===== src/rtl/mult_div_unit.sv =====
// Iterative unsigned MULTU/DIVU unit with architectural HI/LO registers.
// One shift-add or restoring-divide step per clock; MTHI/MTLO write HI/LO directly.
module mult_div_unit #(
  parameter int DATA_WIDTH = 32
) (
  input  logic                  clk,
  input  logic                  reset,
  input  logic [3:0]            alu_operation_i,
  input  logic                  start_i,
  input  logic [DATA_WIDTH-1:0] rs_data_i,
  input  logic [DATA_WIDTH-1:0] rt_data_i,
  output logic                  busy_o,
  output logic                  done_o,
  output logic                  div_by_zero_o,
  output logic [DATA_WIDTH-1:0] hi_o,
  output logic [DATA_WIDTH-1:0] lo_o
);
  localparam int W     = DATA_WIDTH;
  localparam int CNT_W = $clog2(W + 1);

  localparam logic [3:0] OP_MULTU = 4'b1010;
  localparam logic [3:0] OP_DIVU  = 4'b1011;
  localparam logic [3:0] OP_MTHI  = 4'b1100;
  localparam logic [3:0] OP_MTLO  = 4'b1101;

  typedef enum logic [1:0] {S_IDLE, S_RUN, S_DONE} state_t;

  state_t           state_q;
  logic [CNT_W-1:0] cnt_q;
  logic             dbz_q;
  logic [W-1:0]     hi_q, lo_q;

  logic             is_div_q;
  logic [W-1:0]     opnd_q;
  logic [2*W-1:0]   acc_q, acc_d;
  logic [W-1:0]     rem_q, rem_d;
  logic [W:0]       trial;
  logic [W:0]       mul_sum;
  logic             last_iter;
  logic             load_md;

  assign last_iter = (cnt_q == CNT_W'(W - 1));
  assign load_md   = (state_q == S_IDLE) && start_i &&
                     ((alu_operation_i == OP_MULTU) ||
                      ((alu_operation_i == OP_DIVU) && (rt_data_i != '0)));

  // Multiply: acc = {partial product, remaining multiplier bits}, shifted right each step.
  // Divide: acc[W-1:0] shifts dividend bits out of the top and quotient bits in at the bottom.
  always_comb begin
    acc_d   = acc_q;
    rem_d   = rem_q;
    trial   = '0;
    mul_sum = '0;
    if (is_div_q) begin
      trial = {rem_q, acc_q[W-1]} - {1'b0, opnd_q};
      if (!trial[W]) begin
        rem_d = trial[W-1:0];
        acc_d = {acc_q[2*W-1:W], acc_q[W-2:0], 1'b1};
      end else begin
        rem_d = {rem_q[W-2:0], acc_q[W-1]};
        acc_d = {acc_q[2*W-1:W], acc_q[W-2:0], 1'b0};
      end
    end else begin
      mul_sum = {1'b0, acc_q[2*W-1:W]} + (acc_q[0] ? {1'b0, opnd_q} : {(W+1){1'b0}});
      acc_d   = {mul_sum, acc_q[W-1:1]};
    end
  end

  always_ff @(posedge clk or negedge reset) begin
    if (!reset) begin
      state_q <= S_IDLE;
      cnt_q   <= '0;
      dbz_q   <= 1'b0;
      hi_q    <= '0;
      lo_q    <= '0;
    end else begin
      case (state_q)
        S_IDLE: begin
          if (start_i) begin
            case (alu_operation_i)
              OP_MULTU: begin
                state_q <= S_RUN;
                cnt_q   <= '0;
                dbz_q   <= 1'b0;
              end
              OP_DIVU: begin
                if (rt_data_i == '0) begin
                  state_q <= S_DONE;
                  hi_q    <= rs_data_i;
                  lo_q    <= '1;
                  dbz_q   <= 1'b1;
                end else begin
                  state_q <= S_RUN;
                  cnt_q   <= '0;
                  dbz_q   <= 1'b0;
                end
              end
              OP_MTHI: hi_q <= rs_data_i;
              OP_MTLO: lo_q <= rs_data_i;
              default: ;
            endcase
          end
        end
        S_RUN: begin
          cnt_q <= cnt_q + 1'b1;
          if (last_iter) begin
            state_q <= S_DONE;
            hi_q    <= is_div_q ? rem_d : acc_d[2*W-1:W];
            lo_q    <= acc_d[W-1:0];
          end
        end
        S_DONE:  state_q <= S_IDLE;
        default: state_q <= S_IDLE;
      endcase
    end
  end

  // Working registers carry no architectural state, so they need no reset.
  always_ff @(posedge clk) begin
    if (load_md) begin
      is_div_q <= (alu_operation_i == OP_DIVU);
      opnd_q   <= (alu_operation_i == OP_DIVU) ? rt_data_i : rs_data_i;
      acc_q    <= {{W{1'b0}}, ((alu_operation_i == OP_DIVU) ? rs_data_i : rt_data_i)};
      rem_q    <= '0;
    end else if (state_q == S_RUN) begin
      acc_q <= acc_d;
      rem_q <= rem_d;
    end
  end

  assign busy_o        = (state_q == S_RUN);
  assign done_o        = (state_q == S_DONE);
  assign div_by_zero_o = dbz_q;
  assign hi_o          = hi_q;
  assign lo_o          = lo_q;

endmodule


===== config.mk =====
export PLATFORM = sky130hd
export DESIGN_NAME = mult_div_unit
export DESIGN_NICKNAME = d
export VERILOG_FILES = /design/src/rtl/mult_div_unit.sv
export SDC_FILE = /design/constraint.sdc
export NUM_CORES = 1
export LEC_CHECK = 0
export BUFFER_PORTS_ARGS = -buffer_cell sky130_fd_sc_hd__buf_2
export CELL_PAD_IN_SITES_DETAIL_PLACEMENT = 0
export CELL_PAD_IN_SITES_GLOBAL_PLACEMENT = 1
export CORE_AREA = 10 10 178 180
export CTS_CLUSTER_SIZE = 14
export DETAILED_ROUTE_END_ITERATION = 8
export DIE_AREA = 0 0 188 190
export PLACE_DENSITY = 0.86
export SLEW_MARGIN = 10
export SYNTH_ARGS = -nofsm -noshare
export SYNTH_HDL_FRONTEND = slang
export SYNTH_SLANG_ARGS = --single-unit

===== constraint.sdc =====
create_clock -name clk -period 5.95 [get_ports clk]
set_clock_uncertainty 0.05 [all_clocks]
set_input_delay 0.2975 -clock clk [delete_from_list [all_inputs] [get_ports clk]]
set_output_delay 0.2975 -clock clk [all_outputs]
set_load 0.01 [all_outputs]

# After elaboration in Yosys (flattened, before gate mapping)
# Cells that the tools add are included.
# W data, S select, Z words.
# classes
n_addsub	3
n_mul	0
n_div	0
n_lt_le_gt_ge	0
eq_ne	14
shifts	0
muxes	31
n_bitwise	0
reduce_logical	15
# op_table
op	count
$mux W32	14
$pmux W32 S2	4
$mux W64	1
$add A32 B32 Y33	1
$sub A33 B32 Y33	1
$logic_not A32 Y1	1
$reduce_bool A32 Y1	1
$pmux W6 S2	2
$eq A4 B4 Y1 const B	4
$mux W6	2
$reduce_and A5 Y1	2
$ne A3 B1 Y1 const B	3
$pmux W2 S2	2
$add A6 B1 Y6 const B	1
$eq A6 B5 Y1 const B	1
$mux W2	3
$reduce_and A3 Y1	2
$reduce_bool A2 Y1	3
$reduce_and A4 Y1	1
$logic_and A1 B1 Y1	3
$ne A3 B2 Y1 const B	1
$ne A3 B3 Y1 const B	1
$eq A2 B1 Y1 const B	1
$eq A2 B2 Y1 const B	1
6 further kinds	7
# word_totals
reg_bits	202
latch_bits	0
mem_bits_rw	0
rom_bits	0
inputBits	71
output_inout_bits	67
wordCells	73
mem_count	0

# Depth between registers and ports, before layout
# logic_depth
word_depth	6
depth_mapped	14
depth_no_buf	12

# Least setup slack after synthesis
# Ideal clock, no wire load.
# synth_path
path_kind	flip-flop to flip-flop
start	reg acc_q[0]
end	reg hi_q[31] (netlist: hi_o[31])
arrival_ns	3.196
slack_ns	2.578
path_stages_with_launch	13
period_less_slack_ns	3.372
path_cell_list	edfxtp_1 -> and2_1 -> ha_1 -> fa_1 -> a21o_1 -> a31oi_1 -> o21ai_0 -> a2111o_1 -> a21oi_1 -> o221ai_1 -> o31a_1 -> nand3_1 -> nand3_1
# synth_via
elab_chain_cells	6
# synth_lines
element	line_no	text
from (decl)	35	logic [2*W-1:0] acc_q, acc_d;
from (signal assigned)	123	acc_q <= {{W{1'b0}}, ((alu_operation_i == OP_DIVU) ? rs_data_i : rt_data_i)};
$mux W32	64	mul_sum = {1'b0, acc_q[2*W-1:W]} + (acc_q[0] ? {1'b0, opnd_q} : {(W+1){1'b0}});
$add A32 B32 Y33	64	
$mux W64	54	if (is_div_q) begin
$mux W32	108	hi_q <= is_div_q ? rem_d : acc_d[2*W-1:W];
$mux W32	106	if (last_iter) begin
$pmux W32 S2	77	case (state_q)
to (signal assigned)	89	hi_q <= rs_data_i;
to (signal assigned)	98	OP_MTHI: hi_q <= rs_data_i;
to (signal assigned)	108	
to (decl)	31	logic [W-1:0] hi_q, lo_q;
# No other way between the ends. The select of a mux whose other input is x is not followed.
# A chain may end at the register's enable or synchronous reset.

# Worst setup path in the final report
# layout_path
start	reg opnd_q[0]
end	reg hi_q[30] (netlist: hi_o[30])
# layout_via
elab_chain_cells	6
# layout_lines
element	line_no	text
from (decl)	34	logic [W-1:0] opnd_q;
from (signal assigned)	122	opnd_q <= (alu_operation_i == OP_DIVU) ? rt_data_i : rs_data_i;
$sub A33 B32 Y33 / $mux W32 (equally long branches)	55, 64	
$mux W32 / $add A32 B32 Y33 (equally long branches)	56, 64	
$mux W32 / $mux W64 (equally long branches)	54	
$mux W32 (*)	108	
$mux W32 (*)	106	
$pmux W32 S2 (*)	77	
# Every way passes the cells marked *; elsewhere a longest branch is shown, timed or not. The select of a mux whose other input is x is not followed.

==> results.py <==
metrics = {
    "sta": {
        "period_needed_ns": 4.30,
        "worst_slew_pin_slew_ns": 1.21,
        "worst_slack_ns": 1.65,
        "rsz0062_at_grt": "no",
        "slew_headroom_pct": 19.1,
        "setup_viol": 0,
        "tns_ns": 0,
        "post-route-period-util_pct": 72.3,
        "max_freq_mhz": 232,
        "hold_viol": 0,
        "final_max_slew_viol_count": 0,
    },
    "clock_network": {
        "cts_tree": "done",
        "cts_root_buf": "clkbuf_16",
        "cts_buffer_depth": 3,
        "cts_resized": 0,
        "clock-sinks": 202,
        "worst_setup_hold_path_clk_slew_ns": 0.07,
        "htreeDepth": 1,
        "clk_latency_ns": 0.52,
        "cts_buffers": 22,
    },
    "synthesis": {
        "syn_nets": 1814,
        "yosysSeqAreaShare_pct": 37.0,
        "synth_edf_count": 65,
        "avgSynthCellArea_um2": 8.15,
        "syn-cell-area_um2": 13700,
        "synthCells": 1676,
        "yosysWarnings": 0,
        "synth-main-ff-cell": "dfrtp_1",
        "ys_ff_latch": 202,
        "synth.distinct_cells": 78,
        "async_flop_share_pct": 36.1,
    },
    "layout": {
        "layout_common_cells": "311 x nand2_1, 136 x buf_2, 130 x a21oi_1",
        "final_area_um2": 15300,
        "area_delta_synth_final_pct": 12.3,
        "nFillCells": 2668,
        "final_layout_size_suffix_gt1_share_pct": 12.5,
        "fin_cells": 2148,
        "antenna_cells": 0,
        "layout_commonest_cell": "nand2_1",
        "nNetsFinal": 1886,
        "register_area_um2": 5060,
        "multi_input_area_um2": 8040,
    },
    "setup_path": {
        "reg2reg_to": "hi_o[30]$_DFFE_PN0P_",
        "crit_arrival_ns": 4.71,
        "reg2reg_slack_ns": 1.65,
        "path_max_fanout": 29,
        "start_kind": "register",
        "crit_required_ns": 6.36,
        "critPathKind": "reg2reg",
        "rr_worst_depth": 11,
        "crit_path_end_kind": "register",
        "r2r_start": "opnd_q[0]$_DFFE_PP_",
    },
    "grt": {
        "grt_antenna_before_repair": 0,
        "grt_pass1_wl_um": 71500,
        "grt_max_degree": 83,
        "gr-total-overflow": 0,
        "grt_pass1_vias": 12600,
        "track_usage_pct": 24.3,
    },
    "worst_hold_path": {
        "hold-path-cell-count": 3,
        "hp-start": "rt_data_i[27]",
        "hold_path_end": "opnd_q[27]$_DFFE_PP_",
        "holdCritPathClass": "in2reg",
    },
    "floorplan": {
        "coreArea_um2": 28200,
        "initial_core_util_pct": 48.4,
        "rows": 62,
        "die_x_um": 188,
        "die_h_um": 190,
        "io_pins": 138,
        "dieArea_um2": 35700,
    },
    "power_and_ir_drop": {
        "p_total_mw": 8.62,
        "p_leak_nw": 6.69,
        "ir_worst_vdd_v": 0.000252,
        "power_density_nw_per_um2": 562,
    },
    "status": {
        "outcome": "complete, no violations",
    },
    "route": {
        "drc": 0,
        "drt-total-wl_um": 45200,
        "avgRoutedWirePerCell_um": 21.0,
        "antenna_left": 0,
        "dr.pass1.iters": 8,
        "initialDrtViolationCount": 1303,
        "routed-via-count": 13200,
        "via_per_inst": 6.15,
    },
    "place": {
        "place_area_um2": 14600,
        "gp_congestion": 0.936,
        "hpwl_um": 32300,
        "placed_cells": 2107,
        "io_buffer_count": 137,
        "post-place-ws_ns": 1.73,
    },
    "run": {
        "max-cap-violations": 0,
    },
}
-- worst max-delay path by stage --
stage,end,from,slack [ns]
2_1_floorplan,hi_o[31]$_DFFE_PN0P_,acc_q[0]$_DFFE_PP_,2.58
3_3_place_gp,hi_o[30]$_DFFE_PN0P_,opnd_q[0]$_DFFE_PP_,1.80
3_5_place_dp,hi_o[30]$_DFFE_PN0P_,opnd_q[0]$_DFFE_PP_,1.73
4_1_cts,rem_q[21]$_SDFFE_PP0P_,opnd_q[0]$_DFFE_PP_,1.71
5_1_grt,hi_o[30]$_DFFE_PN0P_,opnd_q[0]$_DFFE_PP_,1.41
6_report,hi_o[30]$_DFFE_PN0P_,opnd_q[0]$_DFFE_PP_,1.65
-- flip-flops by register name, summed over array words and instances, names as in the netlist --
name and cells:
acc_q 64, cnt_q 6, div_by_zero_o 1, hi_o 32
is_div_q 1, lo_o 32, opnd_q 32, rem_q 32
state_q 2
-- synth_stat cells, types with 4 or more instances --
cell | n | area (um2)
and2_1 | 41 | 257
a21o_1 | 35 | 263
o21ai_0 | 66 | 330
nor2_1 | 124 | 465
a211oi_1 | 73 | 548
inv_1 | 47 | 176
xor2_1 | 20 | 175
dfrtp_1 | 73 | 1830
o21bai_1 | 8 | 60.1
nor3_1 | 39 | 195
a211o_1 | 7 | 61.3
nor4_1 | 10 | 62.6
xnor2_1 | 34 | 298
nand2_1 | 313 | 1170
nand4_1 | 12 | 75.1
a21boi_0 | 7 | 52.6
nand2b_1 | 8 | 50.1
buf_2 | 5 | 25.0
mux2i_1 | 20 | 200
edfxtp_1 | 65 | 1950
a21oi_1 | 130 | 651
o22a_1 | 4 | 35.0
and3_1 | 18 | 113
or3_1 | 9 | 56.3
o211ai_1 | 10 | 75.1
o21a_1 | 13 | 97.6
or2_2 | 4 | 25.0
ha_1 | 65 | 813
a31oi_1 | 42 | 263
a311o_1 | 10 | 100
clkbuf_1 | 100 | 375
nand3_1 | 37 | 185
a221oi_1 | 10 | 87.6
o31ai_1 | 37 | 278
dfxtp_1 | 64 | 1280
nor2b_1 | 34 | 213
a311oi_1 | 24 | 210
-- final cells by class --
class,instances,share of cell area [%]
clock inverters,7,0.269
flip-flops and latches,202,33.0
inverters,49,1.20
multi-input cells,1315,52.4
repair buffers,158,5.53
well taps,384,3.13
clock buffers,33,4.47
-- power breakdown --
part / leakage, nW / switching (mW) / internal, mW
clock: 0.359 / 0.591 / 0.799
sequential: 2.08 / 0.438 / 2.07
combinational: 4.25 / 2.89 / 1.83
-- cells by family (layout without fill, tap and decap cells) --
group	after synthesis	in the layout	share of synthesized area, %
xor+xnor	54	54	3.46
fa+ha+maj	67	67	6.25
simple gates	657	657	21.5
flops	202	202	37.0
buf+inv	159	247	4.49
mux	20	20	1.47
compound gates	517	517	25.8
-- routing by layer --
layer  wire length [um]  GRT usage (%)
met4                918           5.91
met1              21000           35.6
met3               4010           4.38
met5                  0              0
met2              19300           36.3
-- metrics by stage --
| stage | hold slack [ns] | util [%] |
|---|---|---|
| after floorplan | -0.0481 | - |
| after global placement | 0.0724 | 51.7 |
| after detailed placement | 0.0741 | 51.7 |
| after CTS | 0.0172 | 54.3 |
| after global routing | 0.0339 | 54.3 |
| final | 0.0281 | 54.3 |
-- timing repair --
action / in CTS / in global routing
buffers inserted: 0 / 0
hold buffers: 1 / 0
endpoints found under the setup margin: 0 / 0
endpoints found under the hold margin: 8 / 0
-- critical path: stages (launching register included) --
cell	delay, ns
edfxtp_1	0.44
ha_1	0.26
fa_1	0.39
nand2b_1	0.20
a21oi_1	0.29
o221a_4	0.30
nand3_1	0.08
nand2_1	0.25
a211o_1	0.91
nand2_1	0.45
o211ai_1	0.40
a31o_2	0.20
No activity file was read; power rests on OpenSTA's default activity.
